## config.mk

```make
export PLATFORM = sky130hd
export DESIGN_NAME = sram_arbiter_ctrl
export DESIGN_NICKNAME = d
export VERILOG_FILES = /design/src/rtl/sram_ctrl_pkg.sv /design/src/rtl/sram_arbiter_ctrl_rr_arb2.sv /design/src/rtl/sram_arbiter_ctrl.sv
export SDC_FILE = /design/constraint.sdc
export NUM_CORES = 1
export LEC_CHECK = 0
export BUFFER_PORTS_ARGS = -buffer_cell sky130_fd_sc_hd__buf_2
export CAP_MARGIN = 20
export CORE_UTILIZATION = 39
export DETAILED_ROUTE_END_ITERATION = 16
export GPL_TIMING_DRIVEN = 0
export PLACE_DENSITY = 0.77
export SLEW_MARGIN = 20
export SYNTH_ARGS = -nofsm -noshare
export SYNTH_HDL_FRONTEND = slang
export SYNTH_SLANG_ARGS = --single-unit
export TNS_END_PERCENT = 1
```

## constraint.sdc

```tcl
create_clock -name clk -period 1.2 [get_ports clk]
set_input_delay 0.18 -clock clk [delete_from_list [all_inputs] [get_ports clk]]
set_output_delay 0.18 -clock clk [all_outputs]
set_load 0.05 [all_outputs]
```

## src/rtl/sram_ctrl_pkg.sv

```systemverilog
// rtl/sram_ctrl_pkg.sv - shared types and sizes for the SRAM front-end controller
package sram_ctrl_pkg;

    typedef enum logic {CLEAR, SERVE} sram_ctrl_state_t;
    typedef enum logic {GNT_A, GNT_B} sram_grant_t;

    localparam int SRAM_ADDR_W = 5;
    localparam int SRAM_DATA_W = 32;
    localparam int SRAM_DEPTH  = 32;

endpackage

```

## src/rtl/sram_arbiter_ctrl_rr_arb2.sv

```systemverilog
// rtl/sram_arbiter_ctrl_rr_arb2.sv - two-requester round-robin arbiter with hold-off
module rr_arb2
    import sram_ctrl_pkg::*;
(
    input  logic clk,
    input  logic rst,
    input  logic hold_i,
    input  logic req_a_i,
    input  logic req_b_i,
    output logic gnt_a_o,
    output logic gnt_b_o
);

    sram_grant_t last_q, last_d;
    logic        win_a, win_b;

    always_comb begin
        win_a  = 1'b0;
        win_b  = 1'b0;
        last_d = last_q;
        if (!hold_i) begin
            // On a tie the requester that did not win last time goes first.
            if (req_a_i && (!req_b_i || last_q == GNT_B)) begin
                win_a = 1'b1;
            end else if (req_b_i) begin
                win_b = 1'b1;
            end
        end
        if (win_a) begin
            last_d = GNT_A;
        end else if (win_b) begin
            last_d = GNT_B;
        end
    end

    always_ff @(posedge clk) begin
        if (rst) begin
            last_q <= GNT_B;
        end else begin
            last_q <= last_d;
        end
    end

    assign gnt_a_o = win_a;
    assign gnt_b_o = win_b;

endmodule

```

## src/rtl/sram_arbiter_ctrl.sv

```systemverilog
// rtl/sram_arbiter_ctrl.sv - SRAM front end: zero-fill sequencer plus fetch/load-store port sharing
module sram_arbiter_ctrl
    import sram_ctrl_pkg::*;
#(
    parameter int                ADDR_W         = SRAM_ADDR_W,
    parameter int                DATA_W         = SRAM_DATA_W,
    parameter int                DEPTH          = SRAM_DEPTH,
    parameter bit                CLEAR_ON_RESET = 1'b1,
    parameter logic [DATA_W-1:0] CLEAR_VALUE    = '0
) (
    input  logic              clk,
    input  logic              rst,
    input  logic              start_clear,
    output logic              clear_busy,
    output logic              clear_done,
    input  logic              a_req,
    input  logic [ADDR_W-1:0] a_addr,
    output logic              a_gnt,
    output logic              a_rvalid,
    output logic [DATA_W-1:0] a_rdata,
    input  logic              b_req,
    input  logic              b_we,
    input  logic [ADDR_W-1:0] b_addr,
    input  logic [DATA_W-1:0] b_wdata,
    output logic              b_gnt,
    output logic              b_rvalid,
    output logic [DATA_W-1:0] b_rdata,
    output logic              sram_ce,
    output logic              sram_we,
    output logic [ADDR_W-1:0] sram_addr,
    output logic [DATA_W-1:0] sram_wdata,
    input  logic [DATA_W-1:0] sram_rdata,
    output logic              init_en,
    output logic              init_we,
    output logic [ADDR_W-1:0] init_addr,
    output logic [DATA_W-1:0] init_data
);

    localparam logic [ADDR_W:0] LAST_CNT = (ADDR_W+1)'(DEPTH - 1);

    sram_ctrl_state_t  state_q, state_d;
    logic [ADDR_W:0]   clr_cnt_q, clr_cnt_d;
    logic              clear_done_q, clear_done_d;
    logic              a_rvalid_q, a_rvalid_d;
    logic              b_rvalid_q, b_rvalid_d;
    logic [DATA_W-1:0] a_rdata_q, a_rdata_d;
    logic [DATA_W-1:0] b_rdata_q, b_rdata_d;
    logic              in_clear;
    logic              hold;

    assign in_clear = (state_q == CLEAR);
    // start_clear wins over any pending request in the cycle it is seen.
    assign hold     = in_clear || start_clear;

    rr_arb2 u_arb (
        .clk     (clk),
        .rst     (rst),
        .hold_i  (hold),
        .req_a_i (a_req),
        .req_b_i (b_req),
        .gnt_a_o (a_gnt),
        .gnt_b_o (b_gnt)
    );

    always_comb begin
        state_d      = state_q;
        clr_cnt_d    = clr_cnt_q;
        clear_done_d = 1'b0;
        if (state_q == CLEAR) begin
            clr_cnt_d = clr_cnt_q + (ADDR_W+1)'(1);
            if (clr_cnt_q == LAST_CNT) begin
                state_d      = SERVE;
                clear_done_d = 1'b1;
            end
        end else if (start_clear) begin
            state_d   = CLEAR;
            clr_cnt_d = '0;
        end
    end

    always_comb begin
        a_rvalid_d = a_gnt;
        a_rdata_d  = a_gnt ? sram_rdata : a_rdata_q;
        b_rvalid_d = b_gnt && !b_we;
        b_rdata_d  = (b_gnt && !b_we) ? sram_rdata : b_rdata_q;
    end

    always_ff @(posedge clk) begin
        if (rst) begin
            state_q      <= CLEAR_ON_RESET ? CLEAR : SERVE;
            clr_cnt_q    <= '0;
            clear_done_q <= 1'b0;
            a_rvalid_q   <= 1'b0;
            b_rvalid_q   <= 1'b0;
            a_rdata_q    <= '0;
            b_rdata_q    <= '0;
        end else begin
            state_q      <= state_d;
            clr_cnt_q    <= clr_cnt_d;
            clear_done_q <= clear_done_d;
            a_rvalid_q   <= a_rvalid_d;
            b_rvalid_q   <= b_rvalid_d;
            a_rdata_q    <= a_rdata_d;
            b_rdata_q    <= b_rdata_d;
        end
    end

    assign clear_busy = in_clear;
    assign clear_done = clear_done_q;
    assign a_rvalid   = a_rvalid_q;
    assign a_rdata    = a_rdata_q;
    assign b_rvalid   = b_rvalid_q;
    assign b_rdata    = b_rdata_q;

    assign sram_ce    = a_gnt || b_gnt;
    assign sram_we    = b_gnt && b_we;
    assign sram_addr  = b_gnt ? b_addr : (a_gnt ? a_addr : '0);
    assign sram_wdata = (b_gnt && b_we) ? b_wdata : '0;

    assign init_en    = in_clear;
    assign init_we    = in_clear;
    assign init_addr  = clr_cnt_q[ADDR_W-1:0];
    assign init_data  = in_clear ? CLEAR_VALUE : '0;

endmodule

```

==> metrics.md <==
| Metric | Value |
|---|---|
| Reg power frac | `0.460` |
| Peak Freq | `550 MHz` |
| Slowest stage delay, CP | `~370 ps` |
| Layout cell share with drive strength beyond 1 | `0.510` |
| Nets | `~720` |
| Routed len/inst | `roughly 15 um` |
| Max-cap viol count | `0` |
| FF-to-FF path depth | `6` |
| Final Max Tran Viols | `0` |
| DRC | `0` |
| Top FF cell, synth | `dfxtp_1` |
| Num rows | `34` |
| Delay-heaviest family, CP | `buffers and inverters` |
| I/O Pins | `roughly 230` |
| I/O Buffers | `slightly below 200` |
| Post-synthesis async set-or-reset flop share | `0` |
| DR pass1 iterations | `4` |
| Area of the multi-input gates | `between 0.0015 and 0.002 mm2` |
| CTS Root Cell | `clkbuf_8` |
| Fin cells | `around 750` |
| PD cells | `936 mW/mm2` |
| ANT nets after route | `0` |
| Leak Pwr | `between 2 and 3 nW` |
| HP Class | `input port to flip-flop` |
| Largest net degree at the start of global routing | `16` |
| WL final | `11300 um` |
| Synthesized flop and latch total | `75` |
| Estimated wirelength of the detail-placed design | `just over 8000 um` |
| Layout fillers | `between 600 and 700` |
| Worst-path clk slew | `90 ps` |
| Worst Path Max Fanout | `10` |
| Via density | `about 4.7` |
| Area leader, netlist | `dfxtp_1` |
| Hold path start | `sram_rdata[15]` |
| Logic pwr share | `0.129` |
| Grt ovf | `0` |
| Worst setup SP type | `flip-flop` |
| Inserted Diodes | `0` |
| Global Route Usage Sum | `0.236` |
| CP Buf/Inv Count | `4` |
| Post-Syn Area | `0.00356 mm2` |
| Fin worst setup slack | `-619 ps` |
| Cells along the critical path | `and2b_4 > nand3_2 > buf_6 > inv_6 > buf_12 > a22o_4 > buf_8` |
| Critical path origin | `state_q$_SDFF_PP0_` |
| Slew @ Worst Pin | `~530 ps` |
| Run status | `finished with violations` |
| RSZ-0062 raised after global routing | `true` |
| Int Power | `3.94 mW` |
| Setup violations, final | `96` |
| Antenna violations before repair | `0` |
| CTS sink count | `75` |
| Dominant cells by area after synthesis | `dfxtp_1, mux2i_1, buf_4` |
| Clock H-tree levels | `3` |
| Slew headroom | `0.647` |
| Initial core utilization | `0.406` |
| Worst setup EP type | `output port` |
| Count of different cell masters after synthesis | `36` |
| CP Data Required Time | `~1000 ps` |
| Failing checks | `negative setup slack` |
| Final Cycle Share | `1.52` |
| Syn Area/Cell | `between 9 and 10 um2` |
| Core Footprint | `around 0.009 mm2` |
| Clock Latency Late Sink | `350 ps` |
| Syn Inst Count | `just under 400` |
| R2r endpoint | `b_rdata[8]$_SDFFE_PP0P_` |
| CTS tree | `done` |
| DR vias | `about 3.5k` |
| Hold EP | `a_rdata[15]$_SDFFE_PP0N_` |
| Psw | `between 1 and 1.5 mW` |
| Sequential share of the synthesized area | `0.422` |
| Routability Congestion | `0.795` |
| FF/Latch Area | `between 0.0015 and 0.002 mm2` |
| Number of CTS-inserted buffers | `9` |
| CP Class | `flip-flop to output port` |
| Cell count after placement | `slightly above 700` |
| Die width | `97.5 um` |
| Ys Warns | `0` |
| Die H | `a little under 100 um` |
| EDFF count, synth | `0` |
| Flop2flop setup slack | `-420 ps` |
| Hold Fails Final Rpt | `0` |
| Synth cell count leaders | `dfxtp_1, buf_4, nand2_1, nand2b_1, nor3_1` |
| P&R area growth vs syn | `63.2%` |
| Pwr Total | `between 5 and 6 mW` |
| Die ar. | `approximately 0.0095 mm2` |
| Share of the synthesized area in the top cell type | `0.422` |
| First-pass GRT wire length | `roughly 18000 um` |
| Switching share of power | `0.275` |
| Clk pwr share | `0.412` |
| Launching point of the worst reg2reg path | `state_q$_SDFF_PP0_` |
| VDD IR max | `approximately 0.7 mV` |
| Max Buffers Root-to-Sink | `2` |
| WHS Path Cells | `3` |
| Final Skew | `roughly 6.8 ps` |
| Placed Area | `0.00496 mm2` |
| Number of global-route vias before repair | `roughly 3.6k` |
| 1st-iter DRT viols | `57` |
| WP data arrival | `roughly 1600 ps` |
| Period minus WS final | `between 1500 and 2000 ps` |
| Most numerous cell in the Yosys netlist | `dfxtp_1` |
| Worst path slowest cell | `dfxtp_4` |
| Final Cell Area | `0.00581 mm2` |
cell type report:
class,count,area share
plain buffers,68,0.0907
clock buffers,9,0.0213
clock inverters,7,0.0181
repair buffers,203,0.259
inverters,6,0.00603
well taps,108,0.0233
flip-flops and latches,75,0.263
multi-input cells,271,0.318
registers in the layout, indices dropped and copies added (netlist names):
signal / cells
state_q: 1
b_rdata: 32
b_rvalid: 1
clear_done: 1
a_rvalid: 1
clr_cnt_q: 6
u_arb.last_q: 1
a_rdata: 32
cells by family after synthesis:
group | Yosys count | synth area share
buf+inv | 74 | 0.135
flops | 75 | 0.422
other cells | 1 | 0.00105
fa+ha+maj | 1 | 0.00352
compound gates | 52 | 0.118
mux | 32 | 0.0900
simple gates | 154 | 0.231
worst min-delay path: stages:
cell and delay (ps):
buf_2 90, nand2b_1 70, mux2i_1 70
timing repair:
item                       CTS  global route
setup endpoints to repair  111           122
setup buffers                4             3
resized for setup          145            25
gates cloned                 0             1
pin swaps                   26             6
hold buffers                 0             0
power groups by stage:
stage	logic [mW]	registers [mW]	clock network (mW)
final	0.700	2.50	2.24
after global routing	0.746	2.50	2.40
after CTS	0.684	2.51	2.27
after detailed placement	0.667	2.57	0
after global placement	0.660	2.57	0
after floorplan	0.474	2.56	0
worst max-delay path by stage:
stage / to / slack (ps) / cells after the start
after CTS: sram_wdata[19] / -610 / 5
after floorplan: sram_wdata[22] / -230 / 4
after global placement: sram_wdata[18] / -560 / 5
after detailed placement: sram_wdata[18] / -580 / 6
after global routing: sram_addr[3] / -670 / 6
final: sram_addr[3] / -620 / 7
cell usage in the layout (no fill, tap or decap), types with 2 or more instances in the layout:
| cell | instances |
|---|---|
| buf_2 | 143 |
| dfxtp_1 | 68 |
| buf_4 | 45 |
| buf_8 | 37 |
| nand2_1 | 35 |
| nand2b_1 | 33 |
| nor3_1 | 33 |
| mux2i_1 | 32 |
| conb_1 | 32 |
| and2_4 | 29 |
| a31o_1 | 29 |
| buf_6 | 22 |
| clkbuf_1 | 14 |
| nor2_1 | 9 |
| clkbuf_8 | 9 |
| dfxtp_4 | 7 |
| a22o_4 | 5 |
| inv_6 | 4 |
| a21oi_1 | 4 |
| clkbuf_4 | 4 |
| clkinvlp_4 | 3 |
| and2_1 | 3 |
| buf_12 | 3 |
| inv_1 | 3 |
| a31o_2 | 3 |
| nand3b_1 | 2 |
| o21ai_0 | 2 |
| a31oi_1 | 2 |
| bufinv_16 | 2 |
layer usage:
layer	track usage	share of wire
met4	0.0713	0.017
met3	0.0647	0.066
met5	0	0
met2	0.437	0.53
met1	0.259	0.39
per-stage QoR:
step	TNS, ps	utilization	hold WS, ps	worst slack [ps]
CTS	-39040	0.649	97.3	-613
detailed placement	-36030	0.566	447	-578
global route	-44230	0.663	107	-670
global placement	-33670	0.566	442	-563
floorplan	-11740	-	357	-232
finish	-38460	0.663	109	-619
Power figures use the tool's default switching activity.
